===== src/rtl/hcsr04_ranger.sv =====
`default_nettype none
// ============================================================================
// Module   : hcsr04_ranger
// Purpose  : HC-SR04 trigger generation, echo timing and us/cm conversion.
// Revision : 1.0
// ============================================================================
module hcsr04_ranger #(
    parameter int TRIG_CYCLES    = 640,
    parameter int CYCLES_PER_US  = 64,
    parameter int CYCLES_PER_CM  = 3712,
    parameter int TIMEOUT_CYCLES = 2432000,
    parameter int PERIOD_CYCLES  = 3840000
) (
    input  logic        i_clk,
    input  logic        i_rst_n,
    input  logic        i_enable,
    input  logic        i_single,
    input  logic        i_echo,
    output logic        o_trigger,
    output logic [15:0] o_echo_us,
    output logic [8:0]  o_distance_cm,
    output logic        o_valid,
    output logic        o_timeout,
    output logic        o_busy
);
    localparam int c_CNT_MAX = (TIMEOUT_CYCLES > TRIG_CYCLES) ? TIMEOUT_CYCLES : TRIG_CYCLES;
    localparam int c_CNT_W   = $clog2(c_CNT_MAX + 1);
    localparam int c_PER_W   = $clog2(PERIOD_CYCLES + 1);
    localparam int c_PUS_W   = $clog2(CYCLES_PER_US + 1);
    localparam int c_PCM_W   = $clog2(CYCLES_PER_CM + 1);

    localparam logic [c_CNT_W-1:0] c_CNT_ONE   = 1;
    localparam logic [c_CNT_W-1:0] c_TRIG_LAST = c_CNT_W'(TRIG_CYCLES - 1);
    localparam logic [c_CNT_W-1:0] c_TMO_LAST  = c_CNT_W'(TIMEOUT_CYCLES - 1);
    localparam logic [c_PER_W-1:0] c_PER_ONE   = 1;
    localparam logic [c_PER_W-1:0] c_PER_LAST  = c_PER_W'(PERIOD_CYCLES - 1);
    localparam logic [c_PUS_W-1:0] c_PUS_ONE   = 1;
    localparam logic [c_PUS_W-1:0] c_PUS_LAST  = c_PUS_W'(CYCLES_PER_US - 1);
    localparam logic [c_PCM_W-1:0] c_PCM_ONE   = 1;
    localparam logic [c_PCM_W-1:0] c_PCM_LAST  = c_PCM_W'(CYCLES_PER_CM - 1);
    localparam logic [15:0]        c_US_MAX    = 16'hFFFF;
    localparam logic [8:0]         c_CM_MAX    = 9'h1FF;

    localparam logic [2:0] c_S_IDLE = 3'd0;
    localparam logic [2:0] c_S_TRIG = 3'd1;
    localparam logic [2:0] c_S_WAIT = 3'd2;
    localparam logic [2:0] c_S_MEAS = 3'd3;
    localparam logic [2:0] c_S_HOLD = 3'd4;

    logic [2:0]         r_state_q, w_state_d;
    logic [2:0]         r_sync_q;
    logic [c_CNT_W-1:0] r_cnt_q, w_cnt_d;
    logic [c_PER_W-1:0] r_per_q, w_per_d;
    logic [c_PUS_W-1:0] r_pus_q, w_pus_d;
    logic [c_PCM_W-1:0] r_pcm_q, w_pcm_d;
    logic [15:0]        r_us_q, w_us_d;
    logic [8:0]         r_cm_q, w_cm_d;
    logic               r_trig_q, w_trig_d;
    logic [15:0]        r_echo_us_q, w_echo_us_d;
    logic [8:0]         r_dist_q, w_dist_d;
    logic               r_valid_q, w_valid_d;
    logic               r_tmo_q, w_tmo_d;
    logic               w_done_ok, w_done_tmo;
    logic               w_es, w_es_prev, w_rise, w_fall;

    // r_sync_q[1] is the synchronised echo; r_sync_q[2] is its previous value
    assign w_es      = r_sync_q[1];
    assign w_es_prev = r_sync_q[2];
    assign w_rise    = w_es & ~w_es_prev;
    assign w_fall    = ~w_es & w_es_prev;

    always_ff @(posedge i_clk) begin
        if (!i_rst_n) begin
            r_state_q   <= c_S_IDLE;
            r_sync_q    <= '0;
            r_cnt_q     <= '0;
            r_per_q     <= '0;
            r_pus_q     <= '0;
            r_pcm_q     <= '0;
            r_us_q      <= '0;
            r_cm_q      <= '0;
            r_trig_q    <= 1'b0;
            r_echo_us_q <= '0;
            r_dist_q    <= '0;
            r_valid_q   <= 1'b0;
            r_tmo_q     <= 1'b0;
        end else begin
            r_state_q   <= w_state_d;
            r_sync_q    <= {r_sync_q[1:0], i_echo};
            r_cnt_q     <= w_cnt_d;
            r_per_q     <= w_per_d;
            r_pus_q     <= w_pus_d;
            r_pcm_q     <= w_pcm_d;
            r_us_q      <= w_us_d;
            r_cm_q      <= w_cm_d;
            r_trig_q    <= w_trig_d;
            r_echo_us_q <= w_echo_us_d;
            r_dist_q    <= w_dist_d;
            r_valid_q   <= w_valid_d;
            r_tmo_q     <= w_tmo_d;
        end
    end

    always_comb begin
        w_state_d  = r_state_q;
        w_cnt_d    = r_cnt_q;
        w_per_d    = r_per_q + c_PER_ONE;
        w_pus_d    = r_pus_q;
        w_pcm_d    = r_pcm_q;
        w_us_d     = r_us_q;
        w_cm_d     = r_cm_q;
        w_done_ok  = 1'b0;
        w_done_tmo = 1'b0;
        case (r_state_q)
            c_S_IDLE: begin
                w_per_d = '0;
                if (i_enable || i_single) begin
                    w_state_d = c_S_TRIG;
                    w_cnt_d   = '0;
                end
            end
            c_S_TRIG: begin
                if (r_cnt_q == c_TRIG_LAST) begin
                    w_state_d = c_S_WAIT;
                    w_cnt_d   = '0;
                end else begin
                    w_cnt_d = r_cnt_q + c_CNT_ONE;
                end
            end
            c_S_WAIT: begin
                if (w_rise) begin
                    w_state_d = c_S_MEAS;
                    w_cnt_d   = '0;
                    w_pus_d   = '0;
                    w_pcm_d   = '0;
                    w_us_d    = '0;
                    w_cm_d    = '0;
                end else if (r_cnt_q == c_TMO_LAST) begin
                    w_state_d  = c_S_HOLD;
                    w_done_tmo = 1'b1;
                end else begin
                    w_cnt_d = r_cnt_q + c_CNT_ONE;
                end
            end
            c_S_MEAS: begin
                // Counting the delayed echo includes the rise cycle and the fall cycle,
                // so N equals the synchronised high time exactly.
                if (w_es_prev) begin
                    w_cnt_d = r_cnt_q + c_CNT_ONE;
                    if (r_pus_q == c_PUS_LAST) begin
                        w_pus_d = '0;
                        if (r_us_q != c_US_MAX) w_us_d = r_us_q + 16'd1;
                    end else begin
                        w_pus_d = r_pus_q + c_PUS_ONE;
                    end
                    if (r_pcm_q == c_PCM_LAST) begin
                        w_pcm_d = '0;
                        if (r_cm_q != c_CM_MAX) w_cm_d = r_cm_q + 9'd1;
                    end else begin
                        w_pcm_d = r_pcm_q + c_PCM_ONE;
                    end
                end
                if (w_fall) begin
                    w_state_d = c_S_HOLD;
                    w_done_ok = 1'b1;
                end else if (r_cnt_q == c_TMO_LAST) begin
                    w_state_d  = c_S_HOLD;
                    w_done_tmo = 1'b1;
                end
            end
            c_S_HOLD: begin
                if (r_per_q == c_PER_LAST) begin
                    if (i_enable) begin
                        w_state_d = c_S_TRIG;
                        w_cnt_d   = '0;
                        w_per_d   = '0;
                    end else begin
                        w_state_d = c_S_IDLE;
                    end
                end
            end
            default: w_state_d = c_S_IDLE;
        endcase
    end

    always_comb begin
        w_trig_d    = (w_state_d == c_S_TRIG);
        w_valid_d   = w_done_ok | w_done_tmo;
        w_echo_us_d = r_echo_us_q;
        w_dist_d    = r_dist_q;
        w_tmo_d     = r_tmo_q;
        if (w_done_tmo) begin
            w_echo_us_d = c_US_MAX;
            w_dist_d    = c_CM_MAX;
            w_tmo_d     = 1'b1;
        end else if (w_done_ok) begin
            w_echo_us_d = w_us_d;
            w_dist_d    = w_cm_d;
            w_tmo_d     = 1'b0;
        end
    end

    assign o_trigger     = r_trig_q;
    assign o_echo_us     = r_echo_us_q;
    assign o_distance_cm = r_dist_q;
    assign o_valid       = r_valid_q;
    assign o_timeout     = r_tmo_q;
    assign o_busy        = (r_state_q != c_S_IDLE);

endmodule
`default_nettype wire

===== config.mk =====
export PLATFORM = sky130hd
export DESIGN_NAME = hcsr04_ranger
export DESIGN_NICKNAME = d
export VERILOG_FILES = /design/src/rtl/hcsr04_ranger.sv
export SDC_FILE = /design/constraint.sdc
export NUM_CORES = 1
export LEC_CHECK = 0
export BUFFER_PORTS_ARGS = -buffer_cell sky130_fd_sc_hd__buf_2
export CAP_MARGIN = 20
export CELL_PAD_IN_SITES_DETAIL_PLACEMENT = 2
export CELL_PAD_IN_SITES_GLOBAL_PLACEMENT = 2
export CORE_ASPECT_RATIO = 1.1
export CORE_UTILIZATION = 41
export DETAILED_ROUTE_END_ITERATION = 8
export PLACE_DENSITY_LB_ADDON = 0.1
export SLEW_MARGIN = 20
export SYNTH_ARGS = -nofsm -noshare
export SYNTH_HDL_FRONTEND = slang
export SYNTH_SLANG_ARGS = --single-unit

===== constraint.sdc =====
create_clock -name i_clk -period 5.14 [get_ports i_clk]
set_input_delay 1.028 -clock i_clk [delete_from_list [all_inputs] [get_ports i_clk]]
set_output_delay 1.028 -clock i_clk [all_outputs]
set_load 0.02 [all_outputs]

==> results of run 1 <==
==> power breakdown <==
group | switching, W | leakage, nW | total, W | internal (W)
sequential | 0.00000492 | 0.984 | 0.000955 | 0.000950
combinational | 0.0000375 | 1.24 | 0.0000514 | 0.0000138
clock | 0.000426 | 0.264 | 0.00110 | 0.000678
total | 0.000468 | 2.49 | 0.00211 | 0.00164
==> critical path: stages, from the launching register on <==
cell and delay (ns):
dfxtp_1 0.38, ha_1 0.25, nand2_1 0.18, or2_1 0.34, nor4_4 0.85, or3_1 0.35
o21ai_1 0.16, buf_4 0.27, nor2_1 0.14
==> cells by family (layout without fill, tap and decap cells) <==
logic type	count (synthesis)	after routing	synth area share [%]
simple gates	343	343	29.85
compound gates	129	129	16.20
flops	122	122	40.13
xor+xnor	62	62	8.923
buf+inv	46	76	3.495
fa+ha+maj	6	6	1.234
mux	1	1	0.1645
==> through the flow <==
stage / setup WS (ns) / util [%] / total power (W) / instance area (um2)
after global placement: 2.104 / 43.95 / 0.001023 / 6350
after detailed placement: 1.923 / 43.95 / 0.001027 / 6350
final: 2.128 / 47.66 / 0.002111 / 6885
after floorplan: 2.486 / - / 0.001010 / 6086
after global routing: 1.855 / 47.66 / 0.002167 / 6885
after CTS: 2.111 / 47.66 / 0.002128 / 6885
==> sequential cells by signal, indices dropped and copies added, names as in the netlist <==
| signal | flops |
|---|---|
| o_distance_cm | 9 |
| o_echo_us | 16 |
| o_timeout | 1 |
| o_trigger | 1 |
| o_valid | 1 |
| r_cm_q | 9 |
| r_cnt_q | 22 |
| r_pcm_q | 12 |
| r_per_q | 22 |
| r_pus_q | 7 |
| r_state_q | 3 |
| r_sync_q | 3 |
| r_us_q | 16 |
==> worst max path at each step <==
stage / from / endpoint / slack [ns] / cells past startpoint
after floorplan: i_single / r_cnt_q[12]$_SDFFE_PN0P_ / 2.49 / 7
after global placement: i_enable / r_cnt_q[18]$_SDFFE_PN0P_ / 2.10 / 8
after detailed placement: i_enable / r_cnt_q[13]$_SDFFE_PN0P_ / 1.92 / 8
after CTS: r_cnt_q[0]$_SDFFE_PN0P_ / r_cnt_q[10]$_SDFFE_PN0P_ / 2.11 / 8
after global routing: r_cnt_q[0]$_SDFFE_PN0P_ / r_cnt_q[13]$_SDFFE_PN0P_ / 1.85 / 8
final: r_cnt_q[0]$_SDFFE_PN0P_ / r_cnt_q[10]$_SDFFE_PN0P_ / 2.13 / 8
==> Yosys cell counts (all sizes together) (3+ instances only) <==
| library cell | n |
|---|---|
| a211oi | 3 |
| a21oi | 30 |
| a311oi | 3 |
| a31oi | 14 |
| and2 | 14 |
| and3 | 15 |
| and4 | 10 |
| buf | 13 |
| clkbuf | 26 |
| dfxtp | 122 |
| ha | 6 |
| inv | 7 |
| nand2 | 66 |
| nand2b | 5 |
| nand3 | 44 |
| nand4 | 26 |
| nor2 | 84 |
| nor2b | 8 |
| nor3 | 20 |
| nor4 | 18 |
| nor4b | 6 |
| o211a | 3 |
| o21a | 7 |
| o21ai | 20 |
| o221a | 22 |
| o31ai | 5 |
| or2 | 3 |
| or3 | 10 |
| or4 | 5 |
| xnor2 | 36 |
| xor2 | 26 |
==> routing by layer <==
| metal | part of all wire [%] | global-route usage [%] | vias up |
|---|---|---|---|
| li1 | - | - | 2629 |
| met1 | 44 | 30.40 | 2860 |
| met2 | 52 | 49.03 | 51 |
| met3 | 1.4 | 3.409 | 26 |
| met4 | 1.7 | 8.673 | 0 |
| met5 | 0 | 0 | - |
==> area by class of cell <==
cell class	instances	area share, %
Multi-Input combinational cell	541	49.83
Sequential cell	122	35.47
Clock buffer	21	6.687
Tap cell	192	3.489
Timing Repair Buffer	39	3.053
Clock inverter	9	1.090
Inverter	7	0.3816
==> metrics, run 1 <==
Post-synth ARST share=0%; Power per Cell Area=306.6 nW/um2; crit path launch type=flop; via count of the first global-routing pass=6,164; final global-route overflow total=0; Max-cap violations=0; Routed Antenna Nets=0; Peak VDD IR=0.2091 mV; setup bufs post-CTS=0; number of port buffers=33; Endpoint, Worst Hold=r_sync_q[1]$_SDFF_PN0_; number of max-slew violations in the final report=0; leading register cell type out of synthesis=dfxtp_1; maximum count of clock buffers along a single path=2; DIE AREA=between 15,000 and 20,000 um2; via-per-instance ratio=between 5 and 6; leakage dissipation=2.488 nW; Sinks on Clock Net=122; commonest cells after routing, fill and taps aside=dfxtp_1, nor2_1, nand2_1, nand3_1, xnor2_1; reg-to-reg startpoint=r_cnt_q[0]$_SDFFE_PN0P_; Synth warnings=0; Syn Inst Count=slightly above 700; number of DRC violations after detailed-routing iteration 0=299; result of the run=completed; Ant. Diodes=0; Period Utilization, post-route=58.59%; count of unresolved DRC violations after routing=0; placeable core region=14,450 um2; TritonCTS clock tree=yes; total instance count after detailed placement=901; cell depth of the worst hold path=1; count of cell types in the netlist=66; type of the most critical hold path=flop to flop; most area-hungry cell type in the Yosys netlist=dfxtp_1; DR pass1 iterations=4; top-area cell type share of the netlist area=roughly 40%; Register-to-Register Path Depth=8; horizontal die dimension=roughly 120 um; total negative slack for setup checks=0 ns; post-synthesis register bit count=122; most area-consuming cells after synthesis=dfxtp_1, nor2_1, xnor2_1; FF/Latch Area=around 2400 um2; initial standard-cell utilization of the core=approximately 42%; RSZ-0062 raised after global routing=false; worst skew pair latency=0.42 ns; I/O pins=34; maximum number of pins on one net before global-route repair=42; worst slew margin relative to its limit=26.54%; area of the mapped netlist=slightly above 6000 um2; final net count=approximately 740; antenna violations before repair=0; r2r endpoint=r_cnt_q[10]$_SDFFE_PN0P_; final wirelength=18.96 mm; Core Rows=46; CTS Root Cell=clkbuf_16; Post-Syn Area per Cell=around 8.6 um2; f_max=between 0.3 and 0.4 GHz; maximum level of the CTS H-tree=4; portion of the post-synthesis area used by sequential elements=40.13%; final non-filler cell total=931; kind of critical path=flop to flop; Hold Violations, Final=0; post-CTS resize count=0; Routability Congestion=0.7827; area of the multi-input gates=about 3400 um2; kind of end point of the critical path=flop; number of vias after detailed routing=5,566; global-route wire length before repair=around 32 mm; HPWL after detailed placement=between 10 and 15 mm; layout overhead on the synthesized area=13.14%; Worst Skew=0.006010 ns; commonest non-fill, non-tap cell in the layout=dfxtp_1; post-synthesis net count=720; clock-pin slew on the worst setup and hold paths=roughly 0.06 ns; Routed WL per cell=20.36 um; worst min-delay path startpoint=r_sync_q[0]$_SDFF_PN0_; setup violators final=0; Tot GR Track Use=between 20% and 30%; number of enable flip-flop cells after synthesis=0; Worst Max-Slew Pin Slew=1.102 ns; fill cell instance count of the final layout=1,617; quantity of hold-fixing buffers added after cts=0; Hold WS=0.4440 ns; CTS buffer count=17; required time of the worst setup path=5.48 ns; data arrival time of the worst path=about 3.4 ns; worst-path fanout max=18; share of final-layout standard cells stronger than drive strength 1=between 10% and 20%; die extent in y=about 130 um; Register-to-Register Setup Slack=roughly 2.1 ns; post-route minimum period=approximately 3.0 ns
(Power assumes the default switching activity.)
==> inputs of run 2 (changes only) <==
- ABC_AREA: not set -> 1
- CORE_UTILIZATION: 41 -> 31
- clock period: 5.14 -> 2.5 ns (I/O delays scaled with it)
==> metrics, run 2 <==
TritonCTS clock tree=yes; stage delay of the slowest cell on the critical path=0.55 ns (-0.30 ns); Slowest cell on crit path=nor2_2; worst slew margin relative to its limit=52.08% (+26 points); result of the run=completed; dominant cell by count in the synthesized netlist=nand2_1; number of max-slew violations in the final report=0 (unchanged); final net count=1,095 (+48%); Tot GR Track Use=21.89% (-4.1 points); most area-hungry cell type in the Yosys netlist=dfxtp_1; Worst Skew=0.01104 ns (+0.005030 ns); required time of the worst setup path=2.89 ns (-2.59 ns); top-area cell type share of the netlist area=36.00% (-4.1 points); met1 Usage GRT=27.45% (-2.9 points); setup violators final=0 (unchanged); most used routing layer=met2; kind of end point of the critical path=flop; worst skew pair latency=0.44 ns (+0.02 ns); post-CTS resize count=0 (unchanged); series of cell instances along the critical path=inv_2, nand2_1, nor2_2, nor2_2, inv_2, buf_4, a21oi_1, o21ai_0, inv_1; most area-consuming cells after synthesis=dfxtp_1, nand2_1, nand3_1; Worst Max-Slew Pin Slew=0.7180 ns (-0.3838 ns); post-synthesis net count=1,052 (+46%); area of the mapped netlist=6784 um2 (+11%); final global-route overflow total=0 (unchanged); RSZ-0062 raised after global routing=false; met3 capacity usage during global routing=3.955% (+0.55 points); I/O pins=34 (unchanged); portion of the post-synthesis area used by sequential elements=36.00% (-4.1 points); leakage dissipation=3.344 nW (+34%); f_max=0.4653 GHz (+40%); commonest non-fill, non-tap cell in the layout=nand2_1; number of vias after detailed routing=7,015 (+26%); Routability Congestion=0.7737 (-1.1%); die extent in y=157.2 um (+21%); leading register cell type out of synthesis=dfxtp_1; worst-path fanout max=14 (-4); data arrival time of the worst path=2.54 ns (-0.81 ns); Routed Antenna Nets=0 (unchanged); CTS buffer count=17 (unchanged); total negative slack for setup checks=0 ns (unchanged); share of final-layout standard cells stronger than drive strength 1=12.22% (-1.7 points); post-synthesis register bit count=122 (unchanged); placeable core region=21,370 um2 (+48%); Regs by FF count=r_cnt_q (22), r_per_q (22); Period Utilization, post-route=85.96% (+27 points); via-per-instance ratio=5.058 (-15%); maximum level of the CTS H-tree=4 (unchanged); number of enable flip-flop cells after synthesis=0 (unchanged); maximum count of clock buffers along a single path=2 (unchanged); Ant. Diodes=0 (unchanged); kind of critical path=flop to flop; HPWL after detailed placement=17.03 mm (+33%); crit path launch type=flop; count of cell types in the netlist=50 (-24%); clock-pin slew on the worst setup and hold paths=0.06 ns (about the same); setup bufs post-CTS=0 (unchanged); initial standard-cell utilization of the core=31.74% (-10 points); area of placed instances=7311 um2 (+15%); cell family with the largest share of critical-path delay=simple AND/OR/NAND/NOR gates; Power per Cell Area=596.6 nW/um2 (+95%); fill cell instance count of the final layout=2,640 (+63%); CTS Root Cell=clkbuf_16; Hold Violations, Final=0 (unchanged); final wirelength=23.32 mm (+23%); via count of the first global-routing pass=7,281 (+18%); total buffers and inverters traversed by the critical path=4 (+3); maximum number of pins on one net before global-route repair=35 (-17%); DR pass1 iterations=4 (unchanged); commonest cells after routing, fill and taps aside=nand2_1, inv_1, nor2_1, dfxtp_1, nand3_1; DIE AREA=22,480 um2 (+47%); met2 Use GR=37.70% (-11 points); antenna violations before repair=0 (unchanged); type of the most critical hold path=primary input to flop; quantity of hold-fixing buffers added after cts=0 (unchanged); setup ws final=0.3510 ns (-1.777 ns); Peak VDD IR=0.4492 mV (+110%); Max-cap violations=0 (unchanged); Synth warnings=0 (unchanged); total power after layout=0.004725 W (+120%); cell area after layout=7919 um2 (+15%); number of port buffers=33 (unchanged); global-route wire length before repair=37.79 mm (+19%); post-route minimum period=2.149 ns (-0.8626 ns); horizontal die dimension=143.0 um (+21%); Post-Syn Area per Cell=6.517 um2 (-24%); number of DRC violations after detailed-routing iteration 0=188 (-37%); layout overhead on the synthesized area=16.73%; commonest cells in the synthesized netlist=nand2_1, inv_1, nor2_1; post-place setup slack=0.3322 ns (-1.591 ns); Core Rows=56 (+22%); Syn Inst Count=1,041 (+47%); Routed WL per cell=16.81 um (-17%); Post-synth ARST share=0% (unchanged); count of unresolved DRC violations after routing=0 (unchanged); Hold WS=0.2612 ns (-0.1828 ns); Sinks on Clock Net=122 (unchanged)
run 2: cell types whose count changed in the layout (fill, tap and decap cells not counted), sizes merged, moves of 14 or more:
cell / previous run / this run
nand2: 66 / 249
inv: 6 / 144
nand3: 44 / 114
nor2: 84 / 139
xnor2: 36 / 2
o21ai: 20 / 51
a21oi: 30 / 60
o221a: 22 / 0
nor3: 20 / 39
xor2: 26 / 12
run 2: through the flow:
step / cells / util, %
2_1_floorplan: 1041 / -
3_3_place_gp: 1355 / 34.21
3_5_place_dp: 1355 / 34.21
4_1_cts: 1387 / 37.06
5_1_grt: 1387 / 37.06
6_report: 1387 / 37.06
run 2: routing by layer:
metal,up-vias,wire (um)
li1,3461,-
met1,3444,11040
met2,79,11230
met3,31,653
met4,0,401
met5,-,0
run 2: kinds of logic (layout without fill, tap and decap cells):
group / Yosys count / in the layout / share of synthesized area, %
adder cells (fa/ha/maj): 6 / 6 / 1.107
XOR/XNOR: 14 / 14 / 1.807
buffers and inverters: 174 / 230 / 10.48
AO/OA/AOI/OAI: 135 / 135 / 11.14
flip-flops: 122 / 122 / 36.00
AND/OR/NAND/NOR: 590 / 590 / 39.47
run 2: path summary, 6_finish.rpt:
path	start	end	slack, ns	cells past startpoint
worst max-delay path	r_state_q[0]$_SDFF_PN0_	r_pcm_q[8]$_SDFFE_PN0P_	0.35	9
worst min-delay path	i_echo	r_sync_q[0]$_SDFF_PN0_	0.26	3
worst max register to register	r_state_q[0]$_SDFF_PN0_	r_pcm_q[8]$_SDFFE_PN0P_	0.35	9
worst min register to register	r_sync_q[0]$_SDFF_PN0_	r_sync_q[1]$_SDFF_PN0_	0.42	2
run 2: cell type report:
cell class | count | area (um2) | area share [%]
flip-flops and latches | 122 | 2442 | 30.84
well taps | 290 | 362.8 | 4.582
multi-input cells | 745 | 3633 | 45.88
clock buffers | 25 | 495.5 | 6.257
inverters | 146 | 551.8 | 6.968
repair buffers | 52 | 320.3 | 4.045
clock inverters | 7 | 112.6 | 1.422
run 2: worst register-to-register path: stages (launching register included):
cell and delay (ns):
dfxtp_1 0.43, inv_2 0.08, nand2_1 0.16, nor2_2 0.08, nor2_2 0.55, inv_2 0.26, buf_4 0.24, a21oi_1 0.14
o21ai_0 0.10, inv_1 0.06
run 2: where the power goes:
| group | total, W | internal [W] | switching, W |
|---|---|---|---|
| clock | 0.00261 | 0.00167 | 0.000941 |
| combinational | 0.000154 | 0.0000381 | 0.000116 |
| sequential | 0.00196 | 0.00195 | 0.00000787 |
| total | 0.00472 | 0.00366 | 0.00106 |
